$ cat src/rtl/conv_norm_buffer_if.sv
// Handshake bundle between the convolution producer, conv_norm_buffer and the
// pixel consumer. master = environment (producer + consumer), slave = buffer.
interface conv_norm_buffer_if;
    logic        conv_valid;
    logic [15:0] conv_data;
    logic        in_ready;
    logic        pix_valid;
    logic [7:0]  pix_data;
    logic        pix_ready;
    logic        frame_done;
    logic        overflow;

    modport master (
        output conv_valid, conv_data, pix_ready,
        input  in_ready, pix_valid, pix_data, frame_done, overflow
    );

    modport slave (
        input  conv_valid, conv_data, pix_ready,
        output in_ready, pix_valid, pix_data, frame_done, overflow
    );
endinterface

$ cat src/rtl/conv_norm_buffer.sv
// conv_norm_buffer: normalises signed 16-bit convolution results to 8-bit
// pixels (arithmetic shift + clamp to 0..255), buffers them in a DEPTH-entry
// FIFO drained over valid/ready, counts FRAME_LEN results per frame and pulses
// frame_done once the closed frame has fully left the FIFO. A result offered
// while in_ready is low is dropped and sets the sticky overflow flag.
// Optional feature macro: CONV_NORM_ROUND_EN selects round-to-nearest instead
// of truncation before the clamp.
module conv_norm_buffer #(
    parameter int unsigned SHIFT     = 4,
    parameter int unsigned DEPTH     = 4,
    parameter int unsigned FRAME_LEN = 9
) (
    input  logic              clk,
    input  logic              rst_n,
    conv_norm_buffer_if.slave bus
);

    localparam int unsigned PW = $clog2(DEPTH);
    localparam int unsigned OW = $clog2(DEPTH + 1);
    localparam int unsigned CW = $clog2(FRAME_LEN + 1);

`ifdef CONV_NORM_ROUND_EN
    // One guard bit so adding the rounding constant never wraps at 0x7FFF.
    localparam int unsigned          NW  = 17;
    localparam logic signed [NW-1:0] RND = NW'(1 << (SHIFT - 1));
`else
    localparam int unsigned          NW  = 16;
    localparam logic signed [NW-1:0] RND = '0;
`endif

    typedef enum logic [1:0] {
        S_IDLE,
        S_ACTIVE,
        S_DRAIN
    } state_t;

    state_t               state_q, state_d;
    logic [PW-1:0]        wr_ptr_q, wr_ptr_d;
    logic [PW-1:0]        rd_ptr_q, rd_ptr_d;
    logic [OW-1:0]        occ_q, occ_d;
    logic [CW-1:0]        cnt_q, cnt_d;
    logic                 ovf_q, ovf_d;
    logic [7:0]           mem_q [DEPTH];

    logic                 full;
    logic                 empty;
    logic                 in_ready;
    logic                 accept;
    logic                 pop;
    logic                 frame_done;
    logic signed [NW-1:0] ext;
    logic signed [NW-1:0] scaled;
    logic [7:0]           norm;

    assign full     = (occ_q == OW'(DEPTH));
    assign empty    = (occ_q == '0);
    assign in_ready = !full && (state_q != S_DRAIN);
    assign accept   = bus.conv_valid && in_ready;
    assign pop      = !empty && bus.pix_ready;

    assign bus.in_ready   = in_ready;
    assign bus.pix_valid  = !empty;
    // Gate the head so pix_data reads 0x00 after reset with unreset storage.
    assign bus.pix_data   = empty ? 8'h00 : mem_q[rd_ptr_q];
    assign bus.frame_done = frame_done;
    assign bus.overflow   = ovf_q;

    // Normalise: sign-extend, optional rounding offset, arithmetic shift, clamp.
    always_comb begin
        ext    = NW'($signed(bus.conv_data));
        scaled = (ext + RND) >>> SHIFT;
        if (scaled[NW-1]) begin
            norm = 8'h00;
        end else if (|scaled[NW-2:8]) begin
            norm = 8'hFF;
        end else begin
            norm = scaled[7:0];
        end
    end

    // Next state for FSM, FIFO pointers/occupancy, frame count and overflow.
    always_comb begin
        state_d    = state_q;
        cnt_d      = cnt_q;
        frame_done = 1'b0;
        ovf_d      = ovf_q | (bus.conv_valid & ~in_ready);
        wr_ptr_d   = wr_ptr_q;
        rd_ptr_d   = rd_ptr_q;
        occ_d      = occ_q;

        if (accept) begin
            wr_ptr_d = (wr_ptr_q == PW'(DEPTH - 1)) ? '0 : wr_ptr_q + 1'b1;
        end
        if (pop) begin
            rd_ptr_d = (rd_ptr_q == PW'(DEPTH - 1)) ? '0 : rd_ptr_q + 1'b1;
        end
        case ({accept, pop})
            2'b10:   occ_d = occ_q + 1'b1;
            2'b01:   occ_d = occ_q - 1'b1;
            default: occ_d = occ_q;
        endcase

        case (state_q)
            S_IDLE: begin
                cnt_d = '0;
                if (accept) begin
                    cnt_d   = CW'(1);
                    state_d = (FRAME_LEN == 1) ? S_DRAIN : S_ACTIVE;
                end
            end
            S_ACTIVE: begin
                if (accept) begin
                    cnt_d = cnt_q + 1'b1;
                    if (cnt_q + 1'b1 == CW'(FRAME_LEN)) begin
                        state_d = S_DRAIN;
                    end
                end
            end
            S_DRAIN: begin
                if (empty) begin
                    frame_done = 1'b1;
                    cnt_d      = '0;
                    state_d    = S_IDLE;
                end
            end
            default: begin
                state_d = S_IDLE;
                cnt_d   = '0;
            end
        endcase
    end

    // Control state register with asynchronous active-low reset.
    always_ff @(posedge clk or negedge rst_n) begin
        if (!rst_n) begin
            state_q  <= S_IDLE;
            wr_ptr_q <= '0;
            rd_ptr_q <= '0;
            occ_q    <= '0;
            cnt_q    <= '0;
            ovf_q    <= 1'b0;
        end else begin
            state_q  <= state_d;
            wr_ptr_q <= wr_ptr_d;
            rd_ptr_q <= rd_ptr_d;
            occ_q    <= occ_d;
            cnt_q    <= cnt_d;
            ovf_q    <= ovf_d;
        end
    end

    // FIFO storage write; contents need no reset since occupancy gates reads.
    always_ff @(posedge clk) begin
        if (accept) begin
            mem_q[wr_ptr_q] <= norm;
        end
    end

endmodule

$ cat src/flat_wrapper.sv
// flat-port wrapper written by rule: the top's interface ports become plain ports
module conv_norm_buffer_flat 
#(
    parameter int unsigned SHIFT     = 4,
    parameter int unsigned DEPTH     = 4,
    parameter int unsigned FRAME_LEN = 9
)
  (clk, rst_n, bus_conv_valid, bus_conv_data, bus_pix_ready, bus_in_ready, bus_pix_valid, bus_pix_data, bus_frame_done, bus_overflow);
  conv_norm_buffer_if bus_i ();
  input  logic clk;
  input  logic rst_n;
  input wire logic [$bits(bus_i.conv_valid)-1:0] bus_conv_valid;
  input wire logic [$bits(bus_i.conv_data)-1:0] bus_conv_data;
  input wire logic [$bits(bus_i.pix_ready)-1:0] bus_pix_ready;
  output wire logic [$bits(bus_i.in_ready)-1:0] bus_in_ready;
  output wire logic [$bits(bus_i.pix_valid)-1:0] bus_pix_valid;
  output wire logic [$bits(bus_i.pix_data)-1:0] bus_pix_data;
  output wire logic [$bits(bus_i.frame_done)-1:0] bus_frame_done;
  output wire logic [$bits(bus_i.overflow)-1:0] bus_overflow;
  assign bus_i.conv_valid = bus_conv_valid;
  assign bus_i.conv_data = bus_conv_data;
  assign bus_i.pix_ready = bus_pix_ready;
  assign bus_in_ready = bus_i.in_ready;
  assign bus_pix_valid = bus_i.pix_valid;
  assign bus_pix_data = bus_i.pix_data;
  assign bus_frame_done = bus_i.frame_done;
  assign bus_overflow = bus_i.overflow;
  conv_norm_buffer #(.SHIFT(SHIFT), .DEPTH(DEPTH), .FRAME_LEN(FRAME_LEN)) u_core (.clk(clk), .rst_n(rst_n), .bus(bus_i));
endmodule
$ cat config.mk
export PLATFORM = sky130hd
export DESIGN_NAME = conv_norm_buffer_flat
export DESIGN_NICKNAME = d
export VERILOG_FILES = /design/src/rtl/conv_norm_buffer_if.sv /design/src/rtl/conv_norm_buffer.sv /design/src/flat_wrapper.sv
export SDC_FILE = /design/constraint.sdc
export NUM_CORES = 1
export LEC_CHECK = 0
export CORE_AREA = 2 2 95 97
export CTS_CLUSTER_DIAMETER = 200
export CTS_CLUSTER_SIZE = 8
export DETAILED_ROUTE_END_ITERATION = 6
export DIE_AREA = 0 0 97 99
export HOLD_SLACK_MARGIN = 0.03
export PLACE_DENSITY = 0.51
export SLEW_MARGIN = 20
export SYNTH_ARGS = -nofsm -noshare
export SYNTH_HDL_FRONTEND = slang
export SYNTH_SLANG_ARGS = --single-unit
$ cat constraint.sdc
create_clock -name clk -period 3.1 [get_ports clk]
set_clock_uncertainty 0.2 [all_clocks]
set_input_delay 0.31 -clock clk [delete_from_list [all_inputs] [get_ports clk]]
set_output_delay 0.31 -clock clk [all_outputs]
set_load 0.1 [all_outputs]
== Word-level counts from Yosys, hierarchy flattened ==
Memory sizes are Yosys's and may differ from the RTL's.
Index checks and enable logic that the tools add are counted.

* Bits in registers: 14
* Logic and storage cells: 58
* Input port bits: 20
* Memories: 1
* RAM bits: 32
* Output and inout bits: 12

{| class="wikitable"
|+ Memories
! name !! words !! width !! rd ports !! clocked after memory_dff !! write ports !! RTL line !! source
|-
| u_core.mem_q || 4 || 8 || 1 || 0 || 1 || conv_norm_buffer.sv:43 || <nowiki>logic [7:0] mem_q [DEPTH];</nowiki>
|}

* Mux-type cells: 19
* $add $sub $neg: 5
* Bitwise operators: 3
* Equality and inequality tests: 13
* Reductions and logical operators: 11

{| class="wikitable"
|+ Operators by type and width
! operator !! count
|-
| $mux W8 || 3
|-
| $mux W2 || 6
|-
| $pmux W4 S3 || 1
|-
| $eq A2 B2 Y1 const B || 4
|-
| $mux W4 || 2
|-
| $ne A2 B1 Y1 const B || 4
|-
| $pmux W2 S3 || 1
|-
| $pmux W3 S2 || 1
|-
| $mux W1 || 5
|-
| $add A2 B1 Y2 const B || 2
|-
| $add A4 B1 Y4 const B || 1
|-
| $eq A2 B1 Y1 const B || 2
|-
| $eq A4 B4 Y1 const B || 1
|-
| $reduce_and A4 Y1 || 1
|-
| $reduce_or A4 Y1 || 1
|-
| $add A3 B1 Y3 const B || 1
|-
| $eq A3 B3 Y1 const B || 1
|-
| $logic_and A1 B1 Y1 || 3
|-
| $logic_not A3 Y1 || 1
|-
| $sub A3 B1 Y3 const B || 1
|-
| $logic_not A1 Y1 || 2
|-
| $logic_not A2 Y1 || 1
|-
| $ne A2 B2 Y1 const B || 1
|-
| $reduce_and A2 Y1 || 1
|-
| 4 further kinds || 4
|}

== Longest topological paths before layout ==
Gate-level depths: netlist of run 1.

* Word-level depth: 6
* Depth in mapped cells: 11
* Mapped depth without buffers: 10

== Worst setup path before layout of run 1 ==
Ideal clock, no wire load.

* Path kind: register -> output
* Start point: register u_core.occ_q[0]
* End point: output port bus_frame_done
* Slack: -0.198 ns
* Arrival: 2.788 ns
* Buffers on the path: 1
* Cell stages (with the launch flop): 5
* Data required time: 2.590 ns
* Cell sequence: dfrtp_1 > nor3_1 > inv_1 > clkbuf_1 > nor2_1

* Longest elaborated chain between the ends: 3

{| class="wikitable"
|+ RTL lines
! item !! RTL line !! source
|-
| start, declared || conv_norm_buffer.sv:40 || <nowiki>logic [OW-1:0] occ_q, occ_d;</nowiki>
|-
| start signal, assigned || conv_norm_buffer.sv:139 || <nowiki>occ_q <= '0;</nowiki>
|-
| start signal, assigned || conv_norm_buffer.sv:146 || <nowiki>occ_q <= occ_d;</nowiki>
|-
| $logic_not A3 Y1 || conv_norm_buffer.sv:56 || <nowiki>assign empty = (occ_q == '0);</nowiki>
|-
| $mux W1 || conv_norm_buffer.sv:120 || <nowiki>if (empty) begin</nowiki>
|-
| $mux W1 || conv_norm_buffer.sv:103 || <nowiki>case (state_q)</nowiki>
|-
| end, declared || flat_wrapper.sv:18 || <nowiki>output wire logic [$bits(bus_i.frame_done)-1:0] bus_frame_done;</nowiki>
|}

Every way passes these cells.

== Worst setup path in the final report of run 1 ==
* Start point: register u_core.rd_ptr_q[0]
* End point: output port bus_pix_data[7]

* Longest elaborated chain between the ends: 2

{| class="wikitable"
|+ RTL lines
! item !! RTL line !! source
|-
| start, declared || conv_norm_buffer.sv:39 || <nowiki>logic [PW-1:0] rd_ptr_q, rd_ptr_d;</nowiki>
|-
| start signal, assigned || conv_norm_buffer.sv:145 || <nowiki>rd_ptr_q <= rd_ptr_d;</nowiki>
|-
| $mem_v2 Z4 W8 || n/a ||
|-
| $mux W8 || conv_norm_buffer.sv:64 || <nowiki>assign bus.pix_data = empty ? 8'h00 : mem_q[rd_ptr_q];</nowiki>
|-
| end, declared || flat_wrapper.sv:17 || <nowiki>output wire logic [$bits(bus_i.pix_data)-1:0] bus_pix_data;</nowiki>
|}

Every way passes these cells.

==> results of run 1 <==
synth_stat cells, types with 2 or more instances:
cell type	instances
nor2_1	21
a21oi_1	3
ha_1	8
and2_2	4
nor3_1	2
buf_6	2
mux2i_1	3
inv_1	11
nand4_1	2
xor2_1	4
a21o_1	3
dfrtp_1	14
clkbuf_1	4
edfxtp_1	32
o21ai_0	6
mux4_2	8
and2_1	9
nand2_1	11
layer usage:
| metal | vias to the layer above | track usage | wire, um |
|---|---|---|---|
| li1 | 622 | - | - |
| met1 | 632 | 0.102 | 1740 |
| met2 | 12 | 0.159 | 2060 |
| met3 | 5 | 0.0213 | 90 |
| met4 | 0 | 0.0390 | 65 |
| met5 | - | 0 | 0 |
worst max-delay path: stages, from the launching register on:
cell	delay, ps
dfrtp_1	750
mux4_2	590
and2_1	170
buf_4	230
kinds of logic after synthesis:
logic type	Yosys count	synth area share
AO/OA/AOI/OAI	15	0.0410
XOR/XNOR	5	0.0202
adder cells (fa/ha/maj)	9	0.0554
buffers and inverters	19	0.0427
flip-flops	46	0.605
multiplexers	12	0.102
AND/OR/NAND/NOR	57	0.134
final timing paths:
check,start,to,slack (ps)
max reg2reg,u_core.occ_q[1]$_DFFE_PN0P_,u_core.occ_q[2]$_DFFE_PN0P_,560
min in group clk,u_core.bus.overflow$_DFF_PN0_,u_core.bus.overflow$_DFF_PN0_,280
min,rst_n,u_core.bus.overflow$_DFF_PN0_,220
max,u_core.rd_ptr_q[0]$_DFFE_PN0P_,bus_pix_data[7],550
min reg2reg,u_core.bus.overflow$_DFF_PN0_,u_core.bus.overflow$_DFF_PN0_,280
max in group asynchronous,rst_n,u_core.wr_ptr_q[0]$_DFFE_PN0P_,2050
layout make-up:
| cell class | instances | area (um2) | share of cell area |
|---|---|---|---|
| Inverter | 12 | 50.0 | 0.0192 |
| Clock inverter | 3 | 23.8 | 0.00913 |
| Clock buffer | 5 | 68.8 | 0.0264 |
| Tap cell | 108 | 135 | 0.0519 |
| Sequential cell | 46 | 1310 | 0.504 |
| Timing Repair Buffer | 28 | 248 | 0.0951 |
| Multi-Input combinational cell | 98 | 767 | 0.295 |
sequential cells by signal, summed over array words and instances (netlist names):
signal,flops
u_core.mem_q,32
u_core.occ_q,3
u_core.state_q,2
u_core.bus.overflow,1
u_core.cnt_q,4
u_core.rd_ptr_q,2
u_core.wr_ptr_q,2
metrics by stage:
stage | cell area [um2] | util | setup slack [ps] | instances
5_1_grt | 2600 | 0.305 | 383 | 300
2_1_floorplan | 2170 | - | 210 | 163
3_3_place_gp | 2510 | 0.294 | 593 | 292
3_5_place_dp | 2510 | 0.294 | 589 | 292
4_1_cts | 2600 | 0.305 | 483 | 300
6_report | 2600 | 0.305 | 545 | 300
==> implementation parameters, run 1 <==
Parameter                              Value

Clock tree
  Post-cts hold buffer count    0
  CTS Buffer Depth    2
  CTS tree    built
  Post-CTS Setup Inserts    0
  CTS clock-pin slew for the worst setup and hold paths    90 ps
  Number of clock buffers inserted by TritonCTS    5
  Post-cts repair resize count    0
  Clock net sink count    46
  Max H-tree Level    2
  Root cell of the clock tree    clkbuf_8
  Clock latency on the worst-skew pair    roughly 300 ps

Timing
  Setup repair after global routing missed its margin    no
  Post-layout min period    roughly 2600 ps
  Pin slew with the least headroom to its limit    686 ps
  Final setup violation count    0
  Worst hold slack across all endpoints    220 ps
  Final max-slew violation count    0
  Headroom to the max-slew limit    0.541
  Part of the cycle the worst path needs    0.824
  Sum Neg Setup Slack    0 ps
  Achievable Freq    slightly below 400 MHz
  Number of hold violations in the final report    0

Global routing
  GRT Resource Usage Total    0.0891
  Wire length of the first global-routing pass    approximately 6.6 mm
  Largest net degree at the start of global routing    17
  Initial antenna violation count    0
  Leftover overflow at the end of global routing    0
  Via count of the first global-routing pass    ~1300

Final layout
  Commonest cells after routing, fill and taps aside    edfxtp_1, nor2_1, clkdlybuf4s50_1
  Share of cells above drive strength 1    0.198
  Number of antenna repair diodes    0
  Nets    220
  Signed area change from the synthesized netlist to the final layout    20.1%
  Layout fillers    858
  Most frequent standard cell in the layout excluding fill and tap cells    edfxtp_1

Drt
  Total Wirelength    3.95 mm
  Via count    1271
  Average via count per standard cell    4.24
  Drt first-iter violations    58
  Residual DRC    0
  Router iterations before antenna repair    4
  Number of routed nets with antenna violations    0
  Routed length per placed instance    13.2 um

Floorplan
  Floorplan Core Area    approximately 0.0086 mm2
  Number of top-level pins    32
  Number of rows created at floorplan    34
  Horizontal extent of the die    97 um
  Die outline height    99 um
  Overall die area    0.00960 mm2
  Starting utilization of the core area    0.254

Place
  Final Wtd Congestion    about 0.67
  Hpwl dp    2.76 mm
  Number of buffer cells added on primary ports    27

Logic synthesis
  Count of flip-flops with a built-in enable after synthesis    32
  Seq cells post-synth    46
  Leading post-synthesis cells by cell area    edfxtp_1, dfrtp_1, mux4_2, ha_1, nor2_1
  Mapped Avg Cell Area    between 10 and 15 um2
  Number of distinct library cell variants in the gate-level netlist after synthesis    34
  Top FF cell, synth    edfxtp_1
  Sequential share of the synthesized area    0.605
  Fraction of synthesized cell area taken by the top area cell type    0.443
  Summed instance area of the synthesized netlist    0.00217 mm2
  Cell taking the most area after synthesis    edfxtp_1
  Gate count of the mapped netlist    163
  Post-synth net total    192
  Share of synthesized registers carrying an async set or reset    0.304
  YS warnings    0

Status
  Outcome    completed

Critical path
  Worst setup path category    reg2out
  Startpoint Class    flip-flop
  Category of the worst setup path capture point    primary output
  Required time worst endpoint    2590 ps
  Number of cells on the worst reg-to-reg path    9
  Max Fanout on Critical Path    11
  CP arrival    2040 ps

Flow run
  Count of max-cap constraint violations    0

Min path
  Path category of the worst min-delay check    in2async
Power of run 1 is not shown: default switching activity piles up to over one toggle a cycle in this logic, so the estimate is an artifact.
==> run 2, diff against run 1 <==
==> constraint.sdc (replaced) <==
create_clock -name clk -period 2.42 [get_ports clk]
set_clock_uncertainty 0.2 [all_clocks]
set_input_delay 0.242 -clock clk [delete_from_list [all_inputs] [get_ports clk]]
set_output_delay 0.242 -clock clk [all_outputs]
set_load 0.1 [all_outputs]
==> run 2 against run 1 <==
Compared with the run above: worst hold slack got worse by 74 ps; die area unchanged; critical path type is now reg2reg; cell area increased by 7.9%.
==> implementation parameters, run 2 (synthesis gave the netlist of run 1 again) <==
Parameter                              Value

Critical path
  Maximum single-stage delay on the critical path    410 ps (-340 ps)
  Required time worst endpoint    2440 ps (-150 ps)
  Launch instance of the worst register-to-register path    u_core.occ_q[0]$_DFFE_PN0P_
  Critical path buffers and inverters    2 (+1)
  Startpoint Class    flip-flop
  Category of the worst setup path capture point    flip-flop
  Family of cells with the greatest summed delay on the critical path    simple AND/OR/NAND/NOR gates
  Most frequent CP cell    xor2_1
  First element of the critical path    u_core.occ_q[0]$_DFFE_PN0P_
  Max Fanout on Critical Path    4 (-7)
  CP arrival    2310 ps (+270 ps)
  Worst setup path category    reg2reg
  Critical-path cell list    or3b_1 -> and3_4 -> inv_6 -> ha_4 -> inv_1 -> fa_2 -> xor2_1 -> nor2_1 -> xor2_1
  Slowest stage cell, crit path    dfrtp_1

Final layout
  Signed area change from the synthesized netlist to the final layout    29.5%
  Non-filler cells, final    308 (+2.7%)
  Number of flip-flops under the largest register name    32 (unchanged)
  Util after Layout    0.329 (+0.0240)
  Register containing the most flip-flops in the final layout    u_core.mem_q
  Most frequent standard cell in the layout excluding fill and tap cells    edfxtp_1
  Largest registers    u_core.mem_q: 32 flops, u_core.cnt_q: 4 flops, u_core.occ_q: 3 flops
  Share of cells above drive strength 1    0.235 (+0.0371)
  Nets    228 (+3.6%)
  Commonest cells after routing, fill and taps aside    edfxtp_1, nor2_1, clkdlybuf4s50_1
  Number of antenna repair diodes    0 (unchanged)

Timing
  Achievable Freq    between 400 and 500 MHz
  Final max-slew violation count    0 (unchanged)
  Part of the cycle the worst path needs    0.943
  Number of hold violations in the final report    0 (unchanged)
  Post-layout worst setup margin    138 ps (-407 ps)
  Setup repair after global routing missed its margin    no
  Headroom to the max-slew limit    0.553 (+0.0116)
  Post-layout min period    around 2300 ps
  Sum Neg Setup Slack    0 ps (unchanged)
  Final setup violation count    0 (unchanged)
  Pin slew with the least headroom to its limit    668 ps (-17.4 ps)

Clock tree
  CTS clock-pin slew for the worst setup and hold paths    90 ps (about the same)
  CTS tree    built
  Post-cts repair resize count    0 (unchanged)
  Max H-tree Level    2 (unchanged)
  Clock latency on the worst-skew pair    300 ps (about the same)
  Clock net sink count    46 (unchanged)
  Root cell of the clock tree    clkbuf_8
  Post-cts hold buffer count    0 (unchanged)
  CTS Buffer Depth    2 (unchanged)
  Number of clock buffers inserted by TritonCTS    5 (unchanged)
  Post-CTS Setup Inserts    0 (unchanged)

Drt
  Number of routed nets with antenna violations    0 (unchanged)
  Router iterations before antenna repair    4 (unchanged)
  Drt first-iter violations    67 (+16%)
  Total Wirelength    4.00 mm (+1.1%)
  Routed wl met3    81 um (-10%)
  Met1 Wirelength    1.76 mm (+1.1%)
  Via count    1305 (+2.7%)
  Residual DRC    0 (unchanged)
  Average via count per standard cell    4.24 (about the same)
  Uppermost layer routed    met4
  Routed length per placed instance    13.0 um (-1.6%)
  Wire length on met2    2.09 mm (+1.3%)

Global routing
  Via count of the first global-routing pass    1344 (+1.4%)
  Leftover overflow at the end of global routing    0 (unchanged)
  Largest net degree at the start of global routing    15 (-2)
  GRT Resource Usage Total    0.0908 (+0.00169)
  Wire length of the first global-routing pass    6.71 mm (+1.9%)
  Initial antenna violation count    0 (unchanged)

Place
  Hpwl dp    2.82 mm (+2.1%)
  Cell total after placement    299 (+2.4%)
  Number of buffer cells added on primary ports    27 (unchanged)
  Setup WS pre-CTS    135 ps (-454 ps)
  Final Wtd Congestion    0.716 (+6.6%)

Status
  Outcome    completed

Floorplan
  Die outline height    99 um (unchanged)
  Number of rows created at floorplan    34 (unchanged)
  Starting utilization of the core area    0.254 (unchanged)
  Number of top-level pins    32 (unchanged)
  Horizontal extent of the die    97 um (unchanged)
  Overall die area    0.00960 mm2 (unchanged)
  Floorplan Core Area    0.00855 mm2 (unchanged)

Flow run
  Count of max-cap constraint violations    0 (unchanged)

Min path
  Path category of the worst min-delay check    in2async
## run 2: changes by cell type in the layout (fill, tap and decap cells not counted), sizes merged
cell	change
bufinv	+1
buf	+8
clkbuf	+1
clkinvlp	-1
inv	-1
## run 2: cell type report
type                            count  area [um2]
Fill cell                         836        5740
Sequential cell                    46        1310
Multi-Input combinational cell     98         782
Timing Repair Buffer               36         420
Tap cell                          108         135
Clock buffer                        6        72.6
Inverter                           12        50.0
Clock inverter                      2        37.5
## run 2: through the flow
| stage | hold WS, ps | cell area [um2] |
|---|---|---|
| 2_1_floorplan | -254 | 2190 |
| 3_3_place_gp | 249 | 2690 |
| 3_5_place_dp | 252 | 2690 |
| 4_1_cts | 172 | 2800 |
| 5_1_grt | 197 | 2810 |
| 6_report | 146 | 2810 |
## run 2: final timing paths
| kind | end | slack (ps) | cells after the start |
|---|---|---|---|
| max in group asynchronous | u_core.rd_ptr_q[0]$_DFFE_PN0P_ | 1450 | 1 |
| hold / removal | u_core.cnt_q[3]$_DFFE_PN0P_ | 150 | 1 |
| setup / recovery | u_core.occ_q[2]$_DFFE_PN0P_ | 140 | 9 |
| setup reg to reg | u_core.occ_q[2]$_DFFE_PN0P_ | 140 | 9 |
| hold reg to reg | u_core.bus.overflow$_DFF_PN0_ | 280 | 1 |
| min in group clk | u_core.bus.overflow$_DFF_PN0_ | 280 | 1 |
## run 2: metal layers
metal | vias up | global-route usage
met5 | - | 0
met4 | 0 | 0.0390
met3 | 6 | 0.0241
met2 | 11 | 0.160
met1 | 647 | 0.104
li1 | 641 | -
Power of run 2 is left out for the same reason.
